`config.mk`:
```
export PLATFORM = sky130hd
export DESIGN_NAME = multdiv_unit
export DESIGN_NICKNAME = d
export VERILOG_FILES = /design/src/rtl/multdiv_pkg.sv /design/src/rtl/iter_counter.sv /design/src/rtl/multdiv_unit.sv
export SDC_FILE = /design/constraint.sdc
export NUM_CORES = 1
export LEC_CHECK = 0
export BUFFER_PORTS_ARGS = -buffer_cell sky130_fd_sc_hd__buf_2
export CAP_MARGIN = 25
export CORE_MARGIN = 1.5
export CORE_UTILIZATION = 51
export CTS_CLUSTER_SIZE = 12
export DETAILED_ROUTE_END_ITERATION = 16
export PLACE_DENSITY = 0.69
export SYNTH_ARGS = -nofsm -noshare
export SYNTH_HDL_FRONTEND = slang
export SYNTH_HIERARCHICAL = 1
export SYNTH_SLANG_ARGS = --single-unit
```
`constraint.sdc`:
```
create_clock -name clock -period 8.94 [get_ports clock]
set_input_delay 0.447 -clock clock [delete_from_list [all_inputs] [get_ports clock]]
set_output_delay 0.447 -clock clock [all_outputs]
set_load 0.05 [all_outputs]
```
`src/rtl/multdiv_pkg.sv`:
```
// Shared types and sizing for the sequential multiply/divide unit.
package multdiv_pkg;

  localparam int WORD_W     = 32;
  localparam int PROD_W     = 65;
  localparam int ITER_COUNT = 32;
  localparam int CNT_W      = 6;

  typedef enum logic [1:0] {
    IDLE = 2'd0,
    MULT = 2'd1,
    DIV  = 2'd2,
    DONE = 2'd3
  } state_t;

  // Magnitude of a two's-complement word; -2^31 maps to 2^31 as unsigned.
  function automatic logic [WORD_W-1:0] abs_val(input logic [WORD_W-1:0] v);
    return v[WORD_W-1] ? (~v + 1'b1) : v;
  endfunction

endpackage

```
`src/rtl/iter_counter.sv`:
```
// Iteration counter: cleared on start, counts busy cycles, flags the last one.
module iter_counter
  import multdiv_pkg::*;
(
  input  logic             clock,
  input  logic             reset_n,
  input  logic             clr,
  input  logic             inc,
  output logic [CNT_W-1:0] count,
  output logic             terminal
);

  logic [CNT_W-1:0] count_reg;
  logic [CNT_W-1:0] count_next;

  always_comb begin
    count_next = count_reg;
    if (clr)
      count_next = '0;
    else if (inc)
      count_next = count_reg + 1'b1;
  end

  always_ff @(posedge clock or negedge reset_n) begin
    if (!reset_n)
      count_reg <= '0;
    else
      count_reg <= count_next;
  end

  assign count    = count_reg;
  assign terminal = (count_reg == CNT_W'(ITER_COUNT - 1));

endmodule

```
`src/rtl/multdiv_unit.sv`:
```
// Signed 32-bit radix-2 Booth multiplier and non-restoring divider with a
// fixed 32-cycle latency and a one-cycle completion pulse.
module multdiv_unit
  import multdiv_pkg::*;
(
  input  logic              clock,
  input  logic              reset_n,
  input  logic [WORD_W-1:0] data_operandA,
  input  logic [WORD_W-1:0] data_operandB,
  input  logic              ctrl_MULT,
  input  logic              ctrl_DIV,
  output logic [WORD_W-1:0] data_result,
  output logic              data_exception,
  output logic              data_resultRDY
);

  state_t state_reg;
  state_t state_next;

  logic [PROD_W-1:0] prod_reg;
  logic [PROD_W-1:0] prod_next;
  logic [WORD_W-1:0] op_reg;
  logic              neg_q_reg;
  logic              div_zero_reg;
  logic              div_ovf_reg;

  logic              load_mult;
  logic              load_div;
  logic              start;
  logic              step;
  logic              finish;
  logic              terminal;
  logic [CNT_W-1:0]  iter_count;

  logic [WORD_W:0]   booth_sum;
  logic [PROD_W-1:0] mult_next;
  logic [WORD_W:0]   rem_shift;
  logic [WORD_W:0]   rem_new;
  logic [PROD_W-1:0] div_next;
  logic [WORD_W-1:0] result_next;
  logic              exc_next;

  iter_counter u_iter_counter (
    .clock    (clock),
    .reset_n  (reset_n),
    .clr      (start),
    .inc      (step),
    .count    (iter_count),
    .terminal (terminal)
  );

  // State register
  always_ff @(posedge clock or negedge reset_n) begin
    if (!reset_n)
      state_reg <= IDLE;
    else
      state_reg <= state_next;
  end

  // Next-state logic: a clean start pre-empts whatever is in progress
  always_comb begin
    state_next = state_reg;
    if (load_mult)
      state_next = MULT;
    else if (load_div)
      state_next = DIV;
    else begin
      case (state_reg)
        IDLE:     state_next = IDLE;
        MULT,
        DIV:      state_next = terminal ? DONE : state_reg;
        DONE:     state_next = IDLE;
        default:  state_next = IDLE;
      endcase
    end
  end

  // Output / control decode
  always_comb begin
    load_mult      = ctrl_MULT & ~ctrl_DIV;
    load_div       = ctrl_DIV & ~ctrl_MULT;
    start          = load_mult | load_div;
    step           = ((state_reg == MULT) || (state_reg == DIV)) && !start;
    finish         = step && terminal;
    data_resultRDY = (state_reg == DONE);
  end

  // Booth step on a 33-bit accumulator so a -2^31 multiplicand cannot overflow
  always_comb begin
    case (prod_reg[1:0])
      2'b01:   booth_sum = {prod_reg[PROD_W-1], prod_reg[PROD_W-1:WORD_W+1]}
                           + {op_reg[WORD_W-1], op_reg};
      2'b10:   booth_sum = {prod_reg[PROD_W-1], prod_reg[PROD_W-1:WORD_W+1]}
                           - {op_reg[WORD_W-1], op_reg};
      default: booth_sum = {prod_reg[PROD_W-1], prod_reg[PROD_W-1:WORD_W+1]};
    endcase
    mult_next = {booth_sum, prod_reg[WORD_W:1]};
  end

  // Non-restoring step: prod_reg holds {remainder[32:0], quotient[31:0]}
  always_comb begin
    rem_shift = {prod_reg[PROD_W-2:WORD_W], prod_reg[WORD_W-1]};
    if (prod_reg[PROD_W-1])
      rem_new = rem_shift + {1'b0, op_reg};
    else
      rem_new = rem_shift - {1'b0, op_reg};
    div_next = {rem_new, prod_reg[WORD_W-2:0], ~rem_new[WORD_W]};
  end

  always_comb begin
    prod_next   = (state_reg == MULT) ? mult_next : div_next;
    result_next = '0;
    exc_next    = 1'b0;
    if (state_reg == MULT) begin
      result_next = mult_next[WORD_W:1];
      exc_next    = !((&mult_next[PROD_W-1:WORD_W]) || !(|mult_next[PROD_W-1:WORD_W]));
    end else if (div_zero_reg) begin
      result_next = '0;
      exc_next    = 1'b1;
    end else begin
      result_next = neg_q_reg ? (~div_next[WORD_W-1:0] + 1'b1) : div_next[WORD_W-1:0];
      exc_next    = div_ovf_reg;
    end
  end

  always_ff @(posedge clock or negedge reset_n) begin
    if (!reset_n) begin
      prod_reg       <= '0;
      op_reg         <= '0;
      neg_q_reg      <= 1'b0;
      div_zero_reg   <= 1'b0;
      div_ovf_reg    <= 1'b0;
      data_result    <= '0;
      data_exception <= 1'b0;
    end else begin
      if (load_mult) begin
        prod_reg <= {{WORD_W{1'b0}}, data_operandB, 1'b0};
        op_reg   <= data_operandA;
      end else if (load_div) begin
        prod_reg     <= {{(WORD_W+1){1'b0}}, abs_val(data_operandA)};
        op_reg       <= abs_val(data_operandB);
        neg_q_reg    <= data_operandA[WORD_W-1] ^ data_operandB[WORD_W-1];
        div_zero_reg <= (data_operandB == '0);
        div_ovf_reg  <= (data_operandA == {1'b1, {(WORD_W-1){1'b0}}}) &&
                        (data_operandB == {WORD_W{1'b1}});
      end else if (step) begin
        prod_reg <= prod_next;
      end
      if (finish) begin
        data_result    <= result_next;
        data_exception <= exc_next;
      end
    end
  end

endmodule

```
**Word-level counts from Yosys, hierarchy flattened**

Cells that the tools add are included.

- Add/sub/neg operators: 8
- $mul: 0
- Div/mod/pow operators: 0
- Order comparisons: 0
- Equality and inequality tests: 9
- Shift operators: 0
- Multiplexer cells: 21
- Bitwise gates (word level): 11
- Reductions and logical operators: 18

Operator list:

| cell | count |
|---|---|
| $mux 65 | 4 |
| $mux 32 | 7 |
| $add 32x1->32 const B | 3 |
| $not 32->32 | 3 |
| $pmux 33 s2 | 1 |
| $eq 32x32->1 const B | 2 |
| $add 32x32->33 | 1 |
| $add 33x32->33 | 1 |
| $mux 33 | 1 |
| $reduce_and 33->1 | 1 |
| $reduce_or 33->1 | 1 |
| $sub 32x32->33 | 1 |
| $sub 33x32->33 | 1 |
| $logic_not 32->1 | 1 |
| $mux 6 | 2 |
| $add 6x1->6 const B | 1 |
| $eq 2x2->1 const B | 3 |
| $eq 6x5->1 const B | 1 |
| $mux 2 | 3 |
| $eq 2x1->1 const B | 2 |
| $ne 4x4->1 const B | 1 |
| $not 1->1 | 4 |
| $pmux 2 s2 | 1 |
| $reduce_bool 2->1 | 2 |
| other kinds (11) | 19 |

- Register bits: 141
- Bits in latches: 0
- Bits in writable memories: 0
- Bits in read-only memories: 0
- Input port bits: 68
- Output and inout bits: 34
- Memories kept: 0

**Longest topological paths before layout**

Gate-level depths: netlist of the first run.

- Depth in word-level cells: 8
- Mapped depth: 30
- Depth with buffers taken out: 28

**Cells and area by module**

Netlist of the first run, hierarchy kept.

Modules (own cells, without submodules):

| module | instances | cells each | area each (um2) | sequential area each (um2) |
|---|---|---|---|---|
| multdiv_unit | 1 | 1833 | 13922.1 | 3378.2 |
| iter_counter | 1 | 27 | 281.5 | 150.1 |

**Worst setup path before layout of the first run**

No wires, ideal clock.

- Path type: register to register
- Start: reg op_reg[2]
- End: reg data_result[26]
- Library setup time: 0.133 ns
- Arrival: 6.026 ns
- Setup slack: 2.781 ns
- Cell stages (with the launch flop): 31
- Period minus slack after synthesis: 6.159 ns
- Cell sequence: dfrtp_1 > clkbuf_1 > nor3_1 > nor3b_1 > nor3b_1 > and3_1 > nor3b_1 > and2_1 > nor2b_1 > nor2b_1 > nor2_1 > xor2_1 > ha_1 > a21o_1 > a21oi_1 > nor2b_1 > a311oi_1 > o31ai_1 > a221oi_2 > xnor2_1 > buf_6 > inv_1 > ha_1 > nand3_1 > nand2b_1 > nand2b_1 > nand2b_1 > o41ai_1 > xnor2_1 > a22oi_1 > o21ai_0

- Longest elaborated chain between the ends: 8
- Elaborated cells between the ends (all ways): 9
- Classes of those cells: add/sub (3); mux (4); bitwise (2)

Ends and longest elaborated chain:

| item | line | source |
|---|---|---|
| start: declaration | multdiv_unit.sv:22 | `logic [WORD_W-1:0] op_reg;` |
| start signal: assignment | multdiv_unit.sv:138 | `op_reg <= data_operandA;` |
| start signal: assignment | multdiv_unit.sv:141 | `op_reg <= abs_val(data_operandB);` |
| $sub 33x32->33 or $add 33x32->33 (tied branches) | multdiv_unit.sv:106, multdiv_unit.sv:104 |  |
| $mux 33 (*) | multdiv_unit.sv:103 | `if (prod_reg[PROD_W-1])` |
| $not 1->1 (*) | multdiv_unit.sv:107 | `div_next = {rem_new, prod_reg[WORD_W-2:0], ~rem_new[WORD_W]};` |
| $not 32->32 (*) | multdiv_unit.sv:121 | `result_next = neg_q_reg ? (~div_next[WORD_W-1:0] + 1'b1) : div_next[WORD_W-1:0];` |
| $add 32x1->32 (*) | multdiv_unit.sv:121 |  |
| $mux 32 (*) | multdiv_unit.sv:121 |  |
| $mux 32 (*) | multdiv_unit.sv:117 | `end else if (div_zero_reg) begin` |
| $mux 32 (*) | multdiv_unit.sv:114 | `if (state_reg == MULT) begin` |
| end signal: assignment | multdiv_unit.sv:150 | `data_result <= result_next;` |
| end: declaration | multdiv_unit.sv:12 | `output logic [WORD_W-1:0] data_result,` |

Every way passes the cells marked *; elsewhere a longest branch is shown, timed or not.
A chain may end at the register's enable or synchronous reset.

**Final worst setup path of the first run**

Same ends and word-level chain as after synthesis.

==> results of run 1 <==
==> placed cells by master, fill, tap and decap left out, types with 6 or more instances in the layout <==
master / netlist / final
clkbuf_16: 0 / 17
nor4_1: 21 / 21
o211ai_1: 23 / 23
and4_1: 6 / 6
nand2b_1: 13 / 13
a21o_1: 33 / 33
nor2b_1: 54 / 54
mux2i_1: 19 / 19
a21oi_1: 150 / 150
mux2_2: 10 / 10
o21ai_0: 167 / 167
xnor2_1: 71 / 71
nand3_1: 34 / 34
nor3_1: 36 / 36
nand4_1: 30 / 30
buf_2: 2 / 100
and3_1: 12 / 12
buf_4: 0 / 14
inv_1: 39 / 39
inv_6: 0 / 6
a22o_1: 10 / 10
nor3b_1: 14 / 14
a22oi_1: 20 / 20
o21bai_1: 9 / 9
and2_1: 10 / 9
nor2_1: 161 / 161
or4_1: 18 / 18
a31oi_1: 8 / 8
or3_1: 21 / 21
o31ai_1: 36 / 36
o41ai_1: 10 / 10
ha_1: 76 / 72
xor2_1: 124 / 124
dfrtp_1: 141 / 141
o21a_1: 11 / 11
nand2_1: 191 / 191
a211oi_1: 70 / 70
==> logic make-up (layout without fill, tap and decap cells) <==
family                   Yosys count  after routing  share of synthesized area (%)
adder cells (fa/ha/maj)           78             78                           6.98
buffers and inverters            169            187                           4.58
AO/OA/AOI/OAI                    606            606                           27.1
multiplexers                      29             29                           2.13
AND/OR/NAND/NOR                  642            642                           22.4
XOR/XNOR                         195            195                           12.0
flip-flops                       141            141                           24.8
==> routing by layer <==
layer  part of all wire (%)  up-vias  GRT usage (%)
li1                       -     6806              -
met1                     45     6772           42.5
met2                     45      580           48.6
met3                    7.0       85           3.26
met4                    2.5        0           10.9
met5                      0        -              0
==> per-stage QoR <==
stage	worst slack, ns	hold slack (ns)
after global routing	1.07	0.0580
final	1.84	0.000193
after floorplan	2.78	0.151
after global placement	2.14	0.456
after detailed placement	1.95	0.465
after CTS	1.89	0.0317
==> worst paths after layout <==
check                                  endpoint  slack (ns)  cells after the start
worst max-delay path            data_result[26]        1.84                     29
min in group clock                    op_reg[1]        0.37                      3
worst min-delay path             data_exception      0.0002                      1
worst min register to register   data_result[8]        0.48                      2
max in group asynchronous             op_reg[3]        7.77                      3
worst max register to register  data_result[26]        1.84                     29
==> layout make-up <==
type	instances	area, µm²	share of cell area (%)
multi-input combinational	1550	10100	65.2
sequential	141	3530	22.9
timing repair buffer	116	644	4.18
tap	372	465	3.02
clock buffer	17	425	2.76
clock inverter	15	163	1.05
inverter	39	146	0.949
==> report_power, final <==
| part | switching, mW | total (mW) | leakage [nW] | internal, mW |
|---|---|---|---|---|
| clock | 0.336 | 0.734 | 0.285 | 0.398 |
| combinational | 2.78 | 4.59 | 4.40 | 1.81 |
| sequential | 0.349 | 1.16 | 1.82 | 0.813 |
| total | 3.46 | 6.49 | 6.50 | 3.02 |
==> impl_metrics.json, run 1 <==
{
  "status": "completed",
  "final_cell_area_um2": 15400,
  "setup_viol": 0,
  "fill_cells": 2633,
  "cts_hold_buf": 0,
  "area_growth_pct": 8.62,
  "critPathMaxStageDelay_ns": 0.56,
  "synthCells": 1860,
  "start_util_pct": 52.3,
  "arrival_ns": 7.46,
  "die_w_um": 170,
  "worst_r2r_startpoint": "op_reg[2]",
  "largest_reg_flops": 65,
  "cts_max_path_buffers": 2,
  "cp.required_ns": 9.30,
  "dp.cells": 2217,
  "synthTopCellsByArea": "dfrtp_1, xor2_1, ha_1",
  "grt_pass1_vias": 13100,
  "globalplace.congestion": 0.909,
  "rows": 60,
  "critPathLaunch": "op_reg[2]",
  "worst_pin_slew_ns": 0.999,
  "synth.most_common_cell": "nand2_1",
  "ant_nets": 0,
  "finalHoldViolations": 0,
  "via_per_inst": 6.33,
  "peakVddDrop_uv": 253,
  "grt_max_degree": 81,
  "nets": 2011,
  "timing.slew.headroom_pct": 32.8,
  "start_kind": "flop",
  "post-route-util_pct": 56.8,
  "synth_edf_count": 0,
  "synth_common_cells": "nand2_1, o21ai_0, nor2_1",
  "antenna_found_initial": 0,
  "wl_per_cell_um": 19.5,
  "critical_path_buf_inv_count": 2,
  "synth.distinct_cells": 76,
  "cts_inserted_buffers": 17,
  "cpLargestDelayFamily": "simple AND/OR/NAND/NOR gates",
  "finClkSkew_ns": 0.0108,
  "cp-end-kind": "flop",
  "synth_top_area_share_pct": 24.8,
  "clock.fmax_ghz": 0.141,
  "cts_tree": "yes",
  "wl_um": 43900,
  "finalCriticalPeriod_ns": 7.10,
  "syn_avg_cell_area_um2": 7.64,
  "dieArea_um2": 28900,
  "cts-root-buf": "clkbuf_16",
  "ys_seq_area_share_pct": 24.8,
  "die_y_um": 170,
  "yosys_register_bits": 141,
  "drcViolationCount": 0,
  "hold_path_class": "input pin to asynchronous set/reset pin",
  "cts_setup_buffers": 0,
  "syn_area_um2": 14200,
  "vias": 14200,
  "rsz0062_at_grt": "false",
  "ys_warn_count": 6,
  "postPlaceCellArea_um2": 14800,
  "drv_cap": 0,
  "antenna_cells": 0,
  "io_buffers": 101,
  "overflow": 0,
  "period_share_pct": 79.4,
  "critPathSlowestCell": "nor3b_1",
  "synth.net_count": 2006,
  "slew_violations": 0,
  "io_pins": 102,
  "p_total_mw": 6.49,
  "grt_first_pass_wirelength_um": 69200,
  "synth_area_leader_cell": "dfrtp_1",
  "final_cells": 2250,
  "path_clk_slew_ns": 0.07,
  "synthArstFlopShare_pct": 100,
  "clk_latency_ns": 0.45,
  "ctsResizeCount": 0,
  "cp_max_fo": 18,
  "power.density_nw_per_um2": 420,
  "hpwlAfterDp_um": 32200,
  "cts.sinks": 141,
  "h-tree-depth": 4,
  "coreArea_um2": 27200,
  "path_class": "flop to flop",
  "drt-initial-drc-count": 1249,
  "synth_top_flop_cell": "dfrtp_1",
  "track_usage_pct": 30.4,
  "fin_setup_tns_ns": 0,
  "firstDrtPassIters": 5,
  "p_leak_nw": 6.50,
  "layout-drive-gt1-share_pct": 9.42
}
Note: power is estimated with default switching activity, not from simulation.
==> run 2, diff against run 1 <==
clock period = 6.7 ns   (was 8.94 ns; I/O delays follow)
==> run 2 against run 1 <==
  * Fmax grew 14%
  * Critical path depth shrank 1
  * First-iteration DRC count up 21%
  * Register-to-register slack worse by 1.4 ns
==> impl_metrics.json, run 2 (synthesized netlist as in run 1, its figures left out) <==
{
  "critPathSlowestCell": "dfrtp_1",
  "cts_max_path_buffers": 2,
  "power.density_nw_per_um2": 563,
  "critPathMaxStageDelay_ns": 0.47,
  "r2r_cells": 28,
  "grt_pass1_vias": 12900,
  "hold_ws_ns": 0.266,
  "hold_path_class": "input pin to flop",
  "worst_pin_slew_ns": 0.951,
  "wl_um": 44500,
  "path_clk_slew_ns": 0.06,
  "dieArea_um2": 28900,
  "drcViolationCount": 0,
  "coreArea_um2": 27200,
  "grt_first_pass_wirelength_um": 69500,
  "ff2ff_setup_slack_ns": 0.45,
  "via_per_inst": 6.30,
  "timing.slew.headroom_pct": 36.6,
  "slew_violations": 0,
  "status": "completed",
  "cp_max_fo": 6,
  "cts.sinks": 141,
  "largest_reg_flops": 65,
  "h-tree-depth": 4,
  "fill_cells": 2609,
  "final_cells": 2259,
  "post-route-util_pct": 57.2,
  "drv_cap": 0,
  "io_buffers": 101,
  "post-place-ws_ns": 0.198,
  "vias": 14200,
  "peakVddDrop_uv": 241,
  "finClkSkew_ns": 0.0154,
  "cts_inserted_buffers": 17,
  "fin_setup_tns_ns": 0,
  "area_growth_pct": 9.47,
  "cts_tree": "yes",
  "antenna_found_initial": 1,
  "overflow": 0,
  "start_util_pct": 52.3,
  "drt-initial-drc-count": 1513,
  "die_w_um": 170,
  "path_class": "flop to flop",
  "dp.cells": 2226,
  "antenna_cells": 0,
  "die_y_um": 170,
  "p_total_mw": 8.75,
  "start_kind": "flop",
  "wl_per_cell_um": 19.7,
  "rsz0062_at_grt": "false",
  "rows": 60,
  "cp-end-kind": "flop",
  "grt_max_degree": 84,
  "clock.fmax_ghz": 0.160,
  "worst_r2r_startpoint": "op_reg[2]",
  "period_share_pct": 93.3,
  "layout-drive-gt1-share_pct": 10.1,
  "setup_viol": 0,
  "cts-root-buf": "clkbuf_16",
  "final_common_cell": "nand2_1",
  "endpoint": "data_result[28]",
  "final_cell_area_um2": 15500,
  "io_pins": 102,
  "firstDrtPassIters": 5,
  "nets": 2021,
  "track_usage_pct": 30.6,
  "arrival_ns": 6.60,
  "globalplace.congestion": 0.897,
  "finalHoldViolations": 0,
  "hold_start": "data_operandA[0]",
  "final_cell_mix": "nand2_1, o21ai_0, nor2_1, a21oi_1, dfrtp_1",
  "worstReg2RegEnd": "data_result[28]",
  "critPathLaunch": "op_reg[2]",
  "finalCriticalPeriod_ns": 6.25,
  "setup_slack_ns": 0.448,
  "postPlaceCellArea_um2": 14900,
  "ant_nets": 0,
  "cp.required_ns": 7.05,
  "hpwlAfterDp_um": 33100,
  "clk_latency_ns": 0.44,
  "p_leak_nw": 6.57
}
[run 2: changes by cell type in the layout (fill, tap and decap cells not counted), moves of 2 or more]
| cell | change |
|---|---|
| inv_8 | -5 |
| nor3b_1 | -4 |
| inv_6 | -5 |
| clkinv_2 | +2 |
| bufinv_16 | +2 |
| buf_4 | +9 |
| nor3b_2 | +4 |
| clkinv_4 | +5 |
[run 2: cell type report]
type / instances / area [µm²] / area share [%]
clock inverters: 13 / 169 / 1.09
repair buffers: 126 / 722 / 4.64
inverters: 39 / 146 / 0.941
clock buffers: 18 / 429 / 2.76
flip-flops and latches: 141 / 3530 / 22.7
multi-input cells: 1550 / 10100 / 64.9
well taps: 372 / 465 / 2.99
[run 2: per-layer routing]
metal / part of all wire (%) / GRT usage, % / wire length (µm) / up-vias
met5: 0 / 0 / 0 / -
li1: - / - / - / 6817
met1: 45 / 43.1 / 20200 / 6763
met4: 2.5 / 10.0 / 1120 / 0
met2: 45 / 47.6 / 20000 / 582
met3: 7.2 / 4.81 / 3210 / 73
[run 2: what timing repair did]
item	4_1_cts	5_1_grt
buffers inserted	0	0
endpoints found under the setup margin	0	5
hold buffers	1	0
gates resized for setup	0	7
hold endpoints to repair	64	0
[run 2: worst min-delay path by stage]
stage / cells after the start / endpoint / slack (ns)
floorplan: 0 / data_exception / 0.04
global placement: 1 / prod_reg[63] / 0.37
detailed placement: 1 / prod_reg[63] / 0.37
CTS: 3 / op_reg[0] / 0.25
global route: 3 / prod_reg[30] / 0.27
finish: 3 / op_reg[0] / 0.27
[run 2: critical path: cells and delay by family, from the launching register on]
kind            cells  cell delay, ns
xor+xnor            3            0.46
flops               1            0.47
compound gates      8            1.61
simple gates       14            2.92
buf+inv             1            0.13
fa+ha+maj           2            0.57
[run 2: report_power, final]
group	leakage (nW)	switching, mW	internal [mW]
clock network	0.290	0.408	0.587
logic	4.46	3.72	2.46
registers	1.82	0.481	1.09
==> run 3, diff against run 2 <==
BUFFER_PORTS_ARGS = not set   (was -buffer_cell sky130_fd_sc_hd__buf_2)
DONT_BUFFER_PORTS = 1   (was not set)
PLACE_DENSITY = 0.66   (was 0.69)
==> run 3 against run 2 <==
  * Combinational power is 1% lower
  * Largest cell class unchanged
  * Critical path depth stayed put
  * Power shrank 1.0%
  * Clock-buffer cell count grew 1
  * Sequential power hardly changed
==> impl_metrics.json, run 3 (synthesized netlist as in run 1, its figures left out) <==
{
  "cp_max_fo": 6,
  "setup_viol": 0,
  "arrival_ns": 6.48,
  "grt_first_pass_wirelength_um": 69500,
  "power_switching_mw": 4.55,
  "wl_um": 43900,
  "worst_r2r_startpoint": "op_reg[2]",
  "io_buffers": 0,
  "p_leak_nw": 6.10,
  "grt_max_degree": 142,
  "io_pins": 102,
  "antenna_cells": 0,
  "critPathSlowestCell": "dfrtp_1",
  "rows": 60,
  "wl_per_cell_um": 20.3,
  "overflow": 0,
  "ant_nets": 0,
  "cts_inserted_buffers": 17,
  "largest_reg_flops": 65,
  "post-place-ws_ns": 0.180,
  "die_w_um": 170,
  "layout-drive-gt1-share_pct": 4.98,
  "path_class": "flop to flop",
  "switching_share_pct": 52.6,
  "slew_violations": 0,
  "nets": 1920,
  "globalplace.congestion": 0.947,
  "final_cell_mix": "nand2_1, o21ai_0, nor2_1, a21oi_1, dfrtp_1",
  "drt-initial-drc-count": 1484,
  "coreArea_um2": 27200,
  "worst_pin_slew_ns": 0.940,
  "clk_latency_ns": 0.43,
  "cp.required_ns": 7.05,
  "dieArea_um2": 28900,
  "timing.slew.headroom_pct": 37.3,
  "seq_power_share_pct": 18.1,
  "vias": 13800,
  "setup_slack_ns": 0.564,
  "critical_path_buf_inv_count": 1,
  "critPathLaunch": "op_reg[2]",
  "drcViolationCount": 0,
  "grt_pass1_vias": 12600,
  "die_y_um": 170,
  "power.density_nw_per_um2": 576,
  "critPathMaxStageDelay_ns": 0.47,
  "cts_setup_buffers": 0,
  "intPower_mw": 4.10,
  "hold_path_class": "input pin to flop",
  "area_growth_pct": 5.75,
  "cts_tree": "yes",
  "finalHoldViolations": 0,
  "antenna_found_initial": 0,
  "start_util_pct": 52.3,
  "cp-end-kind": "flop",
  "cts_max_path_buffers": 2,
  "path_clk_slew_ns": 0.07,
  "finalCriticalPeriod_ns": 6.14,
  "cts-root-buf": "clkbuf_16",
  "firstDrtPassIters": 6,
  "drv_cap": 0,
  "finClkSkew_ns": 0.0134,
  "clockPowerShare_pct": 11.1,
  "via_per_inst": 6.38,
  "final_common_cell": "nand2_1",
  "period_share_pct": 91.6,
  "track_usage_pct": 30.5,
  "hold_start": "data_operandB[4]",
  "hpwlAfterDp_um": 32500,
  "cts.sinks": 141,
  "p_total_mw": 8.66,
  "clock.fmax_ghz": 0.163,
  "hold_ws_ns": 0.105,
  "peakVddDrop_uv": 271,
  "start_kind": "flop",
  "cpLargestDelayFamily": "simple AND/OR/NAND/NOR gates",
  "power_frac_comb_pct": 70.8,
  "h-tree-depth": 4,
  "fin_setup_tns_ns": 0,
  "status": "completed"
}
==> run 3: cell types whose count changed in the layout (fill, tap and decap cells not counted), sizes merged <==
cell	before	now
clkbuf	18	19
inv	40	41
bufinv	3	2
buf	125	24
clkinv	8	7
clkinvlp	1	2
==> run 3: final timing paths <==
path | end | cells after the start | slack, ns
max | data_result[30] | 28 | 0.56
min | prod_reg[5] | 2 | 0.10
max reg2reg | data_result[30] | 28 | 0.56
min reg2reg | prod_reg[0] | 1 | 0.50
max in group asynchronous | prod_reg[3] | 2 | 5.44
min in group asynchronous | prod_reg[56] | 2 | 0.58
==> run 3: cell type report <==
class                      instances  area, µm²
timing repair buffer              25        210
clock buffer                      19        433
clock inverter                    13        143
fill                            2576      12200
sequential                       141       3530
multi-input combinational       1550      10100
tap                              372        465
inverter                          39        146
==> run 3: per-layer routing <==
| metal | GRT usage (%) | vias up | wire length (µm) | share of wire (%) |
|---|---|---|---|---|
| met5 | 0 | - | 0 | 0 |
| met4 | 8.00 | 0 | 842 | 1.9 |
| met3 | 6.70 | 63 | 3620 | 8.3 |
| met2 | 47.9 | 536 | 19900 | 45 |
| met1 | 42.2 | 6568 | 19600 | 45 |
| li1 | - | 6607 | - | - |
==> run 3: power by group through the flow <==
stage                     registers [mW]  logic (mW)  clock network [mW]
after floorplan                     1.28        4.80                   0
after detailed placement            1.56        5.99                   0
after CTS                           1.54        6.04               0.966
after global routing                1.60        6.78                1.00
after global placement              1.56        5.90                   0
final                               1.57        6.13               0.958
==> run 3: metrics by stage <==
step	utilization [%]	cell area, µm²	instances
detailed placement	52.9	14400	2125
floorplan	-	14200	1860
global placement	52.9	14400	2125
finish	55.3	15000	2159
global route	55.3	15000	2159
CTS	55.1	15000	2159
==> run 3: repair_timing <==
item,in CTS,in global routing
resized for setup,0,8
endpoints found under the setup margin,0,9
endpoints found under the hold margin,141,0
hold buffers,2,0
